[src/rtl/lsu_pkg.sv]
// Shared op codes, FSM states and lane helpers for the load/store unit.
package lsu_pkg;

  typedef enum logic [2:0] {
    OpLw  = 3'd0,
    OpLh  = 3'd1,
    OpLhu = 3'd2,
    OpLb  = 3'd3,
    OpLbu = 3'd4,
    OpSw  = 3'd5,
    OpSh  = 3'd6,
    OpSb  = 3'd7
  } op_e;

  typedef enum logic [1:0] {
    StIdle  = 2'd0,
    StRead  = 2'd1,
    StWrite = 2'd2,
    StResp  = 2'd3
  } state_e;

  typedef enum logic [1:0] {
    SzByte = 2'd0,
    SzHalf = 2'd1,
    SzWord = 2'd2
  } size_e;

  localparam int unsigned ByteW = 8;
  localparam int unsigned HalfW = 16;
  localparam int unsigned WordW = 32;

  function automatic size_e op_size(input op_e op);
    case (op)
      OpLw, OpSw:        op_size = SzWord;
      OpLh, OpLhu, OpSh: op_size = SzHalf;
      default:           op_size = SzByte;
    endcase
  endfunction

  function automatic logic op_is_load(input op_e op);
    case (op)
      OpLw, OpLh, OpLhu, OpLb, OpLbu: op_is_load = 1'b1;
      default:                        op_is_load = 1'b0;
    endcase
  endfunction

  function automatic logic op_is_signed(input op_e op);
    op_is_signed = (op == OpLh) || (op == OpLb);
  endfunction

  function automatic logic op_misaligned(input op_e op, input logic [1:0] off);
    case (op_size(op))
      SzWord:  op_misaligned = (off != 2'b00);
      SzHalf:  op_misaligned = off[0];
      default: op_misaligned = 1'b0;
    endcase
  endfunction

endpackage

[src/rtl/byte_lane_align.sv]
// Big-endian lane steering: merges a store lane into a word and extracts/extends a load lane.
module byte_lane_align
  import lsu_pkg::*;
(
  input  logic [31:0] word_i,
  input  logic [31:0] store_i,
  input  logic [1:0]  offset_i,
  input  size_e       size_i,
  input  logic        signed_i,
  output logic [31:0] merged_o,
  output logic [31:0] loaded_o
);

  logic [4:0]  shamt;
  logic [31:0] mask;
  logic [31:0] lane;

  always_comb begin
    shamt = '0;
    mask  = '1;
    // Offset 0 is the most significant lane, so the shift is (last - offset) lanes.
    case (size_i)
      SzByte: begin
        shamt = {~offset_i, 3'b000};
        mask  = 32'h0000_00ff;
      end
      SzHalf: begin
        shamt = {~offset_i[1], 4'b0000};
        mask  = 32'h0000_ffff;
      end
      default: ;
    endcase

    merged_o = (word_i & ~(mask << shamt)) | ((store_i & mask) << shamt);
    lane     = word_i >> shamt;

    case (size_i)
      SzByte: loaded_o = signed_i ? {{(WordW - ByteW){lane[ByteW-1]}}, lane[ByteW-1:0]}
                                  : {{(WordW - ByteW){1'b0}}, lane[ByteW-1:0]};
      SzHalf: loaded_o = signed_i ? {{(WordW - HalfW){lane[HalfW-1]}}, lane[HalfW-1:0]}
                                  : {{(WordW - HalfW){1'b0}}, lane[HalfW-1:0]};
      default: loaded_o = lane;
    endcase
  end

endmodule

[src/rtl/load_store_unit.sv]
// MEM-stage requester for a word-only data memory; sub-word stores use read-modify-write.
module load_store_unit
  import lsu_pkg::*;
#(
  parameter int unsigned MEM_WORDS = 1024
) (
  input  logic        Clk,
  input  logic        Reset,
  input  logic        Req,
  input  logic [2:0]  Op,
  input  logic [31:0] Addr,
  input  logic [31:0] StoreData,
  output logic        Busy,
  output logic        Ack,
  output logic [31:0] LoadData,
  output logic        Err,
  output logic [31:0] MemAddress,
  output logic [31:0] MemWriteData,
  output logic        MemWrite,
  output logic        MemRead,
  input  logic [31:0] MemReadData
);

  localparam logic [32:0] AddrLimit = 33'(MEM_WORDS) * 33'd4;

  state_e      state_q;
  op_e         op_q;
  logic [1:0]  off_q;
  logic [31:0] sdata_q;
  logic        busy_q, ack_q, err_q, mem_write_q, mem_read_q;
  logic [31:0] load_data_q, mem_addr_q, mem_wdata_q;

  op_e         req_op;
  logic        req_bad;
  logic [31:0] merged_word, loaded_word;

  assign req_op  = op_e'(Op);
  assign req_bad = op_misaligned(req_op, Addr[1:0]) || ({1'b0, Addr} >= AddrLimit);

  byte_lane_align u_align (
    .word_i   (MemReadData),
    .store_i  (sdata_q),
    .offset_i (off_q),
    .size_i   (op_size(op_q)),
    .signed_i (op_is_signed(op_q)),
    .merged_o (merged_word),
    .loaded_o (loaded_word)
  );

  // Every output is a register so async reset drops MemWrite before the closing edge.
  always_ff @(posedge Clk or posedge Reset) begin
    if (Reset) begin
      state_q     <= StIdle;
      op_q        <= OpLw;
      off_q       <= '0;
      sdata_q     <= '0;
      busy_q      <= 1'b0;
      ack_q       <= 1'b0;
      err_q       <= 1'b0;
      mem_write_q <= 1'b0;
      mem_read_q  <= 1'b0;
      load_data_q <= '0;
      mem_addr_q  <= '0;
      mem_wdata_q <= '0;
    end else begin
      ack_q       <= 1'b0;
      err_q       <= 1'b0;
      mem_write_q <= 1'b0;
      mem_read_q  <= 1'b0;
      case (state_q)
        StIdle: begin
          if (Req) begin
            op_q    <= req_op;
            off_q   <= Addr[1:0];
            sdata_q <= StoreData;
            if (req_bad) begin
              err_q <= 1'b1;
            end else if (req_op == OpSw) begin
              state_q     <= StWrite;
              busy_q      <= 1'b1;
              mem_write_q <= 1'b1;
              mem_addr_q  <= {Addr[31:2], 2'b00};
              mem_wdata_q <= StoreData;
            end else begin
              state_q    <= StRead;
              busy_q     <= 1'b1;
              mem_read_q <= 1'b1;
              mem_addr_q <= {Addr[31:2], 2'b00};
            end
          end
        end
        StRead: begin
          if (op_is_load(op_q)) begin
            load_data_q <= loaded_word;
            ack_q       <= 1'b1;
            state_q     <= StResp;
          end else begin
            mem_wdata_q <= merged_word;
            mem_write_q <= 1'b1;
            state_q     <= StWrite;
          end
        end
        StWrite: begin
          ack_q   <= 1'b1;
          state_q <= StResp;
        end
        StResp: begin
          busy_q  <= 1'b0;
          state_q <= StIdle;
        end
        default: begin
          busy_q  <= 1'b0;
          state_q <= StIdle;
        end
      endcase
    end
  end

  assign Busy         = busy_q;
  assign Ack          = ack_q;
  assign Err          = err_q;
  assign LoadData     = load_data_q;
  assign MemAddress   = mem_addr_q;
  assign MemWriteData = mem_wdata_q;
  assign MemWrite     = mem_write_q;
  assign MemRead      = mem_read_q;

endmodule

[config.mk]
export PLATFORM = sky130hd
export DESIGN_NAME = load_store_unit
export DESIGN_NICKNAME = d
export VERILOG_FILES = /design/src/rtl/lsu_pkg.sv /design/src/rtl/byte_lane_align.sv /design/src/rtl/load_store_unit.sv
export SDC_FILE = /design/constraint.sdc
export NUM_CORES = 1
export LEC_CHECK = 0
export ABC_AREA = 1
export BUFFER_PORTS_ARGS = -buffer_cell sky130_fd_sc_hd__clkbuf_2
export CORE_MARGIN = 2
export CORE_UTILIZATION = 49
export DETAILED_ROUTE_END_ITERATION = 6
export GPL_ROUTABILITY_DRIVEN = 0
export PLACE_DENSITY_LB_ADDON = 0.2
export SYNTH_ARGS = -nofsm -noshare
export SYNTH_HDL_FRONTEND = slang
export SYNTH_HIERARCHICAL = 1
export SYNTH_SLANG_ARGS = --single-unit
[constraint.sdc]
create_clock -name Clk -period 7.54 [get_ports Clk]
set_clock_uncertainty 0.1 [all_clocks]
set_input_delay 0.754 -clock Clk [delete_from_list [all_inputs] [get_ports Clk]]
set_output_delay 0.754 -clock Clk [all_outputs]
set_load 0.03 [all_outputs]
==> impl_results.md <==
- Status: finished, final reports clean
- CTS sink cnt: 138
- FF-to-FF Start: op_q[0]$_DFFE_PP0P_
- Core Region: 14,590 sq um
- Area of the multi-input gates: 3182 sq um
- Post-Route WL: 20.14 mm
- First-pass GRT wire length: 32.82 mm
- Max-slew headroom: 40.20%
- Resized Gates After CTS: 0
- Post-route ant nets: 0
- Leading area contributor after synthesis: dfrtp_1
- Starting Density: 50.21%
- Yosys reg bits: 138
- Critical Path Source Type: register
- CTS Hold Buffers Added: 0
- Seq/Total Area, Yosys: 47.14%
- Commonest cells in the netlist: nand2_1, dfrtp_1, inv_1
- I/O Buffers: 200
- P_leak: 0.005200 uW
- Die area: 15,940 sq um
- Asr flop ratio synth: 100.0%
- Drt via density: 5.097
- # diodes: 0
- Cts bufs inserted: 17
- Syn Inst Count: 988
- Layout cells sized above 1: 23.38%
- Number of global-route vias before repair: 6,531
- Min cycle time layout: 3540 ps
- Horiz. Die Dim: 126.3 um
- DR iter-0 viols: 546
- Critical Path Start: op_q[0]$_DFFE_PP0P_
- DP Cell Count: 1,324
- Max Cap Viol: 0
- P per Cell Area: 470.5 nW/um^2
- WL per Instance: 14.86 um
- Min-delay worst type: primary input to async pin
- Synthesized area: 7326 sq um
- Top-count cell post-synth: nand2_1
- Peak VDD IR: 0.2187 mV
- Dpl hpwl: 14.72 mm
- CTS tree: built
- Worst slew pin tran: 897.0 ps
- Worst-path clk slew: 60 ps
- Yosys warning count: 6
- Yosys cell types: 33
- Gr usage total: 26.03%
- Synth Flop Type: dfrtp_1
- Fillers: 1,392
- Sw Pwr: 2037 uW
- Largest net degree at the start of global routing: 74
- Max-slew violation count: 0
- Hold Violations, Final: 0
- Congestion Overflow GR: 0
- RSZ-0062 raised after global routing: false
- Synth Area per Inst: 7.415 sq um
- DRT Pass-1 Iters: 5
- Sequential share of power: 27.8%
- Chip height: 126.3 um
- Layout net count: 1,267
- Initial antenna violation count: 0
- H-tree levels: 4
- Worst-Skew Late Latency: 430 ps
- Period utilisation layout: 46.95%
- Int Pwr: 2150 uW
- Max FO, Critical Path: 37
- Boundary Pins: 203
- Longest Clk Path Bufs: 2
- Setup-failing EPs final: 0
- Fin cells: 1,356
- Core Rows: 44
- Post-synth EDFFs: 0
- CP Capture Type: register
- Area grow syn2layout: 21.47%
- Setup Crit Path Kind: register to register
- Achievable Freq: 282.5 MHz
- Setup bufs post-CTS: 0
- Setup TNS: 0 ps
- Top cell type's share of synthesized area: 47.14%
- Final Cell Area: 8899 sq um
- DRC viols: 0
- Comb power frac: 51.8%
- Switching Fraction: 48.66%
- Sequential cell area: 3453 sq um
- CTS root buf: clkbuf_16
- CP arrival: 3750 ps
- Placed cell areas: 8298 sq um
- Via count: 6,911
- Clock Power Share: 20.4%
- Top cells by area, synth: dfrtp_1, nand2_1, o21ai_0, inv_1, nand3_1
- Critical path required time: 7750 ps
## through the flow
stage	power (uW)	setup slack, ps	utilization, %	hold slack, ps
after floorplan	2829	2990	-	353.4
after global placement	3297	4168	56.88	357.0
after detailed placement	3318	4055	56.88	361.3
after CTS	4187	4041	60.99	308.3
after global routing	4515	3630	60.99	340.8
final	4187	4000	60.99	284.4
## worst max-delay path, cell delays in order (launching register included)
cell and delay (ps):
dfrtp_1 400, inv_1 60, nor2_1 230, nor2_1 100, o21a_1 110, buf_4 240
nor2_2 730, inv_2 490, nand3_1 220, nand2_2 80, nand2_2 350, nand2_1 130
nand2_1 100, nand2_1 70
## state kept, by name, indices dropped and copies added, names as in the netlist, 2 cells and up
name          cells
LoadData         32
sdata_q          32
MemWriteData     32
state_q           2
off_q             2
op_q              3
MemAddress       30
## cell type report
| cell class | count | area share, % |
|---|---|---|
| clock inverters | 15 | 1.969 |
| repair buffers | 206 | 11.75 |
| inverters | 101 | 4.345 |
| well taps | 184 | 2.587 |
| flip-flops and latches | 138 | 38.81 |
| multi-input cells | 695 | 35.76 |
| clock buffers | 17 | 4.781 |
## path summary, 6_finish.rpt
| kind | slack, ps | to | cells after the start |
|---|---|---|---|
| worst max-delay path | 4000 | LoadData[9]$_DFFE_PP0P_ | 13 |
| worst min-delay path | 280 | MemWriteData[6]$_DFFE_PP0P_ | 2 |
| worst max register to register | 4000 | LoadData[9]$_DFFE_PP0P_ | 13 |
| worst min register to register | 370 | MemWriteData[9]$_DFFE_PP0P_ | 2 |
| max in group asynchronous | 5740 | LoadData[5]$_DFFE_PP0P_ | 3 |
| min in group Clk | 370 | MemWriteData[9]$_DFFE_PP0P_ | 2 |
## layout by cell type (no fill, tap or decap), drive strengths merged, types with 7 or more instances in the layout
cell / netlist / layout
nand2: 414 / 414
or2: 7 / 7
o211ai: 12 / 12
dfrtp: 138 / 138
nand3: 75 / 75
nor2: 30 / 30
o21ai: 106 / 106
o22ai: 7 / 7
clkbuf: 24 / 217
inv: 101 / 103
and2: 21 / 21
a21oi: 7 / 7
## power by group through the flow
stage	clock (uW)	sequential (uW)	combinational, uW
2_1_floorplan	0	1430	1400
3_3_place_gp	0	1170	2130
3_5_place_dp	0	1170	2150
4_1_cts	867	1160	2160
5_1_grt	903	1190	2420
6_report	854	1160	2170
## cells by family after synthesis
family / after synthesis / synth area share, %
and+or+nand+nor: 549 / 31.78
adders and majority gates: 6 / 1.025
buffers and inverters: 156 / 9.547
AOI/OAI and AO/OA: 135 / 10.01
muxes: 3 / 0.4440
other: 1 / 0.05119
DFF: 138 / 47.14
## routing by layer
layer | GRT usage (%) | up-vias | share of wire, %
li1 | - | 3435 | -
met4 | 10.60 | 0 | 2.9
met3 | 7.307 | 47 | 8.9
met1 | 36.49 | 3139 | 45
met2 | 38.27 | 290 | 43
met5 | 0 | - | 0
No activity file was read; power rests on OpenSTA's default activity.
